===== src/rtl/conv_pkg.sv =====
// Constants and FSM encodings shared by the conv read-side controller and the output write-back path.
package conv_pkg;

  localparam int unsigned DATA_W_DEF = 16;
  localparam int unsigned NUM_CH_DEF = 6;
  localparam int unsigned ADDR_W_DEF = 16;

  typedef enum logic [1:0] {
    ST_IDLE    = 2'd0,
    ST_CAPTURE = 2'd1,
    ST_WRITE   = 2'd2,
    ST_DONE    = 2'd3
  } conv_state_e;

endpackage


===== src/rtl/fmap_pixel_counter.sv =====
// Row/column walker over a square feature map; pix_addr is the raster index row*size+col.
module fmap_pixel_counter #(
  parameter int unsigned ADDR_W = 16
) (
  input  logic              clk,
  input  logic              reset,
  input  logic              clear_i,
  input  logic              advance_i,
  input  logic [7:0]        size_i,
  output logic [ADDR_W-1:0] pix_addr_o,
  output logic              last_pixel_o
);

  logic [7:0]        row_q, row_d;
  logic [7:0]        col_q, col_d;
  logic [ADDR_W-1:0] pix_q, pix_d;
  logic [7:0]        size_m1;

  assign size_m1      = size_i - 8'd1;
  assign last_pixel_o = (row_q == size_m1) && (col_q == size_m1);
  assign pix_addr_o   = pix_q;

  always_comb begin
    row_d = row_q;
    col_d = col_q;
    pix_d = pix_q;
    if (clear_i) begin
      row_d = '0;
      col_d = '0;
      pix_d = '0;
    end else if (advance_i) begin
      pix_d = pix_q + ADDR_W'(1);
      if (col_q == size_m1) begin
        col_d = '0;
        // Wrap the row too on the final pixel so neither counter passes its limit.
        row_d = (row_q == size_m1) ? '0 : row_q + 8'd1;
      end else begin
        col_d = col_q + 8'd1;
      end
    end
  end

  always_ff @(posedge clk or posedge reset) begin
    if (reset) begin
      row_q <= '0;
      col_q <= '0;
      pix_q <= '0;
    end else begin
      row_q <= row_d;
      col_q <= col_d;
      pix_q <= pix_d;
    end
  end

endmodule


===== src/rtl/output_writeback_ctrl.sv =====
// Captures one NUM_CH-wide pixel from the PE array and serializes it into channel-planar
// output SRAM writes (addr = ch*ch_stride + pixel index), with optional ReLU clamping.
module output_writeback_ctrl
  import conv_pkg::*;
#(
  parameter int unsigned DATA_W = DATA_W_DEF,
  parameter int unsigned NUM_CH = NUM_CH_DEF,
  parameter int unsigned ADDR_W = ADDR_W_DEF,
  parameter bit          RELU   = 1'b1
) (
  input  logic                     clk,
  input  logic                     reset,
  input  logic                     start,
  input  logic [7:0]               size_out,
  input  logic [ADDR_W-1:0]        ch_stride,
  input  logic                     pe_valid,
  input  logic [NUM_CH*DATA_W-1:0] pe_data,
  output logic                     pe_ready,
  output logic [ADDR_W-1:0]        address_out,
  output logic [DATA_W-1:0]        wdata_out,
  output logic                     enable_out_sram,
  output logic                     write_en_out_sram,
  output logic                     busy,
  output logic                     done
);

  localparam int unsigned      CH_W    = (NUM_CH > 1) ? $clog2(NUM_CH) : 1;
  localparam logic [CH_W-1:0]  CH_LAST = CH_W'(NUM_CH - 1);

  conv_state_e               state_q, state_d;
  logic [7:0]                size_q, size_d;
  logic [ADDR_W-1:0]         stride_q, stride_d;
  logic [NUM_CH*DATA_W-1:0]  hold_q, hold_d;
  logic [CH_W-1:0]           ch_q, ch_d;
  logic [ADDR_W-1:0]         ch_off_q, ch_off_d;
  logic [ADDR_W-1:0]         addr_q, addr_d;
  logic [DATA_W-1:0]         wdata_q, wdata_d;
  logic                      wen_q, wen_d;
  logic                      ready_q, ready_d;
  logic                      busy_q, busy_d;
  logic                      done_q, done_d;

  logic                      cnt_clear, cnt_advance, last_pixel;
  logic [ADDR_W-1:0]         pix_addr;

  function automatic logic [DATA_W-1:0] wb_word(input logic [DATA_W-1:0] w);
    return (RELU && w[DATA_W-1]) ? '0 : w;
  endfunction

  fmap_pixel_counter #(.ADDR_W(ADDR_W)) u_pix_cnt (
    .clk          (clk),
    .reset        (reset),
    .clear_i      (cnt_clear),
    .advance_i    (cnt_advance),
    .size_i       (size_q),
    .pix_addr_o   (pix_addr),
    .last_pixel_o (last_pixel)
  );

  // Outputs are registered, so each transition computes the SRAM word for the cycle it enters:
  // the capture edge already presents channel 0, giving NUM_CH+1 cycles per pixel.
  always_comb begin
    state_d     = state_q;
    size_d      = size_q;
    stride_d    = stride_q;
    hold_d      = hold_q;
    ch_d        = ch_q;
    ch_off_d    = ch_off_q;
    addr_d      = addr_q;
    wdata_d     = wdata_q;
    wen_d       = 1'b0;
    ready_d     = ready_q;
    busy_d      = busy_q;
    done_d      = 1'b0;
    cnt_clear   = 1'b0;
    cnt_advance = 1'b0;
    case (state_q)
      ST_IDLE: begin
        if (start && (size_out != '0)) begin
          size_d    = size_out;
          stride_d  = ch_stride;
          cnt_clear = 1'b1;
          busy_d    = 1'b1;
          ready_d   = 1'b1;
          state_d   = ST_CAPTURE;
        end
      end
      ST_CAPTURE: begin
        if (pe_valid && ready_q) begin
          hold_d   = pe_data;
          ch_d     = '0;
          ch_off_d = '0;
          addr_d   = pix_addr;
          wdata_d  = wb_word(pe_data[DATA_W-1:0]);
          wen_d    = 1'b1;
          ready_d  = 1'b0;
          state_d  = ST_WRITE;
        end
      end
      ST_WRITE: begin
        if (ch_q != CH_LAST) begin
          ch_d     = ch_q + 1'b1;
          ch_off_d = ch_off_q + stride_q;
          addr_d   = pix_addr + ch_off_d;
          wdata_d  = wb_word(hold_q[ch_d*DATA_W +: DATA_W]);
          wen_d    = 1'b1;
        end else begin
          cnt_advance = 1'b1;
          if (last_pixel) begin
            done_d  = 1'b1;
            busy_d  = 1'b0;
            state_d = ST_DONE;
          end else begin
            ready_d = 1'b1;
            state_d = ST_CAPTURE;
          end
        end
      end
      ST_DONE: state_d = ST_IDLE;
      default: state_d = ST_IDLE;
    endcase
  end

  always_ff @(posedge clk or posedge reset) begin
    if (reset) begin
      state_q  <= ST_IDLE;
      size_q   <= '0;
      stride_q <= '0;
      hold_q   <= '0;
      ch_q     <= '0;
      ch_off_q <= '0;
      addr_q   <= '0;
      wdata_q  <= '0;
      wen_q    <= 1'b0;
      ready_q  <= 1'b0;
      busy_q   <= 1'b0;
      done_q   <= 1'b0;
    end else begin
      state_q  <= state_d;
      size_q   <= size_d;
      stride_q <= stride_d;
      hold_q   <= hold_d;
      ch_q     <= ch_d;
      ch_off_q <= ch_off_d;
      addr_q   <= addr_d;
      wdata_q  <= wdata_d;
      wen_q    <= wen_d;
      ready_q  <= ready_d;
      busy_q   <= busy_d;
      done_q   <= done_d;
    end
  end

  assign pe_ready          = ready_q;
  assign address_out       = addr_q;
  assign wdata_out         = wdata_q;
  assign enable_out_sram   = wen_q;
  assign write_en_out_sram = wen_q;
  assign busy              = busy_q;
  assign done              = done_q;

endmodule


===== config.mk =====
export PLATFORM = sky130hd
export DESIGN_NAME = output_writeback_ctrl
export DESIGN_NICKNAME = d
export VERILOG_FILES = /design/src/rtl/conv_pkg.sv /design/src/rtl/fmap_pixel_counter.sv /design/src/rtl/output_writeback_ctrl.sv
export SDC_FILE = /design/constraint.sdc
export NUM_CORES = 1
export LEC_CHECK = 0
export ABC_AREA = 1
export BUFFER_PORTS_ARGS = -buffer_cell sky130_fd_sc_hd__buf_4
export CAP_MARGIN = 10
export CORE_ASPECT_RATIO = 0.8
export CORE_MARGIN = 2
export CORE_UTILIZATION = 55
export CTS_CLUSTER_SIZE = 16
export DETAILED_ROUTE_END_ITERATION = 10
export PLACE_DENSITY = 0.77
export SETUP_SLACK_MARGIN = 0.1
export SYNTH_ARGS = -nofsm -noshare
export SYNTH_HDL_FRONTEND = slang
export SYNTH_HIERARCHICAL = 1
export SYNTH_SLANG_ARGS = --single-unit

===== constraint.sdc =====
create_clock -name clk -period 14.58 [get_ports clk]
set_clock_uncertainty 0.1 [all_clocks]
set_input_delay 2.187 -clock clk [delete_from_list [all_inputs] [get_ports clk]]
set_output_delay 2.187 -clock clk [all_outputs]
set_load 0.01 [all_outputs]

==> results_dict.tcl <==
set metrics [dict create \
    post_synth_num_cell_types 54 \
    cap_violations 0 \
    timing_max_transition_violations_final 0 \
    netlist_area_sq_um 11500 \
    grt.met3_usage_pct 4.31 \
    tritoncts "yes" \
    p_switching_mw 1.27 \
    core_sq_um 20600 \
    first_global_vias 9372 \
    synth_seq_cells 208 \
    grt_most_used_layer "met2" \
    synth-main-ff-cell "dfrtp_1" \
    route.detailed.wl_per_inst_um 16.1 \
    hold_start "stride_q[11]" \
    run_status "finished, final reports clean" \
    cts_hold_buffers 0 \
    synth.top_cells.by_count "nand2_1, dfrtp_1, nor2_1, inv_1, o21ai_0" \
    drt_drc_violations_left 0 \
    antenna_viol_nets_final 0 \
    die_h_um 133 \
    start_util_pct 55.9 \
    drt-pass1-iter-count 5 \
    end_kind "register" \
    area.growth.synth_to_final_pct 18.3 \
    power.leakage_nw 6.81 \
    gr-total-overflow 0 \
    postSynthNetCount 1483 \
    ios 161 \
    hold_viol 0 \
    fin_tns_setup_ps 0 \
    period_needed_ps 4120 \
    critical_path.slowest_cell "ha_1" \
    r2r_slack_ps 10460 \
    post-synth-top-count-cell "nand2_1" \
    worst-setup-path-type "register to register" \
    grt_util_met1_pct 36.3 \
    n_antenna_cell 0 \
    clock.fmax_mhz 243 \
    cts-root-to-sink-buffers 3 \
    route.final.wire_length_um 28000 \
    grt_start_max_net_pins 118 \
    post-route-period-util_pct 28.3 \
    cts_max_level 1 \
    power_frac_comb_pct 48.7 \
    ctsRootBufferMaster "clkbuf_16" \
    routabilityCongestion 0.878 \
    critPathTopFamily "simple AND/OR/NAND/NOR gates" \
    netlist.area_leader.share_pct 45.2 \
    yosysWarningCount 6 \
    regToRegEndpoint "address_out[7]" \
    hold_slack_ps 379 \
    slowest_delay_ps 780 \
    count_of_routing_violations_after_the_opening_detailed_route_iteration 705 \
    critical_path_buf_inv_count 4 \
    critical_path_required_ps 14870 \
    hold_class "register to register" \
    p_int_mw 1.78 \
    layout-drive-gt1-share_pct 22.1 \
    antenna_found_initial 1 \
    dp_slack_ps 10020 \
    nNetsFinal 1623 \
    cells_resized_by_post_cts_repair 0 \
    library_cell_occupying_the_most_area_in_the_post_synthesis_netlist "dfrtp_1" \
    postLayoutCellArea_sq_um 13600 \
    synth_top_cells_by_area "dfrtp_1, nand2_1, mux2_2, ha_1, o21ai_0" \
    row_count 47 \
    placement.cell_area_sq_um 12900 \
    r2r_start "state_q[0]" \
    first_pass_grt_wire_length_um 46500 \
    avgSynthCellArea_sq_um 8.76 \
    portBuffers 159 \
    clock_power_share_pct 19.1 \
    post_cts_buffers 0 \
    overall_via_count_from_detail_route 9531 \
    gr-usage-all-layers_pct 25.5 \
    min_path_cells 2 \
    synth_seq_area_share_pct 45.2 \
    power.share.switching_pct 41.6 \
    crit_chain "inv_1 -> ha_1 -> inv_1 -> nor2_1 -> a21oi_1 -> nand2_2 -> inv_2 -> o221ai_1 -> inv_1" \
    rsz0062_at_grt "no" \
    clk-insertion-delay-late_ps 520 \
    postSynth.asyncResetShare_pct 100 \
    tritoncts_num_sinks 208 \
    synth-edff-count 0 \
    setup_violations 0 \
    seq_power_share_pct 32.2 \
    timing.reg2reg.worst_path_depth 9 \
    critical_path.max_fanout 49 \
    die-area_sq_um 22100 \
    die_width_um 166 \
    slew-limit-headroom_pct 28.4 \
    timing.critical_path.mode_cell "inv_1" \
    hold_path_end "stride_q[11]" \
    cts_made_buffers 23 \
    timing.critical_path.arrival_ps 4410 \
    gr-usage-met2_pct 41.3 \
    worstMarginPinSlew_ps 1070 \
    finalWorstSetupSlack_ps 10460 \
    n_fill_cell 1737 \
    clk_pin_slew_worst_paths_ps 60 \
    netlist_instances 1314 \
    vdd_ir_drop_max_uv 151 \
    power_per_cell_area_nw_per_um2 224 \
    hpwl_um 19800 \
    crit_path_start_kind "register" \
    vias_per_cell 5.48 \
]
cells in the final DEF (no fill, tap or decap), types with 5 or more instances in the layout:
cell type  count
nor2_2         6
a2bb2oi_1      6
a21oi_1       69
nand3b_1       7
clkbuf_16     23
buf_4        166
mux2_2        79
ha_1          43
xor2_1        28
a2bb2oi_2     10
o21ai_0      100
mux2i_1       15
a22o_1         7
clkinv_2       7
inv_2          6
xnor2_1        9
nand2_2        8
nand4_1       10
o21ai_1       13
inv_1        111
nand2_1      280
nor2_1       125
dfrtp_1      208
a31oi_1       16
and2_1         5
nand3_1       55
nor3_1         9
worst max-delay path by stage:
stage	cells after the start	slack (ps)	startpoint	to
6_report	9	10460	state_q[0]	address_out[7]
5_1_grt	11	10130	state_q[0]	address_out[13]
4_1_cts	9	10480	state_q[0]	address_out[7]
3_5_place_dp	9	10020	pe_valid	address_out[14]
3_3_place_gp	7	10100	pe_valid	address_out[7]
2_1_floorplan	1	7520	reset	address_out[0]
logic make-up (layout without fill, tap and decap cells):
| family | Yosys count | count (layout) | synth area share, % |
|---|---|---|---|
| and+or+nand+nor | 516 | 516 | 18.9 |
| AOI/OAI and AO/OA | 242 | 242 | 12.7 |
| DFF | 208 | 208 | 45.2 |
| buffers and inverters | 170 | 326 | 6.05 |
| muxes | 94 | 94 | 9.04 |
| adders and majority gates | 45 | 45 | 5.02 |
| xor gates and xnor gates | 38 | 38 | 3.06 |
| other | 1 | 1 | 0.0326 |
worst min-delay path, stage by stage, from the launching register on:
cell     delay [ps]
dfrtp_1         350
nand2_1          50
nand2_1          40
per-layer routing:
layer,vias up,routed length [um]
li1,4659,-
met1,4496,12800
met2,325,12800
met3,51,1790
met4,0,597
met5,-,0
power by group through the flow:
stage	registers [mW]	logic (mW)	clock network [mW]
2_1_floorplan	0.960	1.12	0
3_5_place_dp	0.990	1.48	0
3_3_place_gp	0.981	1.44	0
6_report	0.985	1.49	0.583
4_1_cts	0.983	1.49	0.592
5_1_grt	1.01	1.67	0.616
sequential cells by signal, indices dropped and copies added, names as in the netlist:
name,count
hold_q,96
address_out,16
ch_off_q,16
stride_q,16
u_pix_cnt/pix_addr_o,16
wdata_out,15
size_q,8
u_pix_cnt/col_q,8
u_pix_cnt/row_q,8
ch_q,3
state_q,2
busy,1
done,1
enable_out_sram,1
pe_ready,1
metrics by stage:
step	total power, mW	util [%]	instances
detailed placement	2.47	62.5	1698
CTS	3.07	66.1	1739
finish	3.06	66.1	1739
global route	3.30	66.1	1739
floorplan	2.08	-	1314
global placement	2.42	62.5	1698
area by class of cell:
cell class / count / area [sq um] / area share, %
sequential: 208 / 5200 / 38.2
clock inverter: 12 / 123 / 0.901
inverter: 119 / 452 / 3.32
timing repair buffer: 166 / 1250 / 9.15
clock buffer: 29 / 628 / 4.61
tap: 269 / 337 / 2.47
multi-input combinational: 936 / 5620 / 41.3
(Power assumes the default switching activity.)
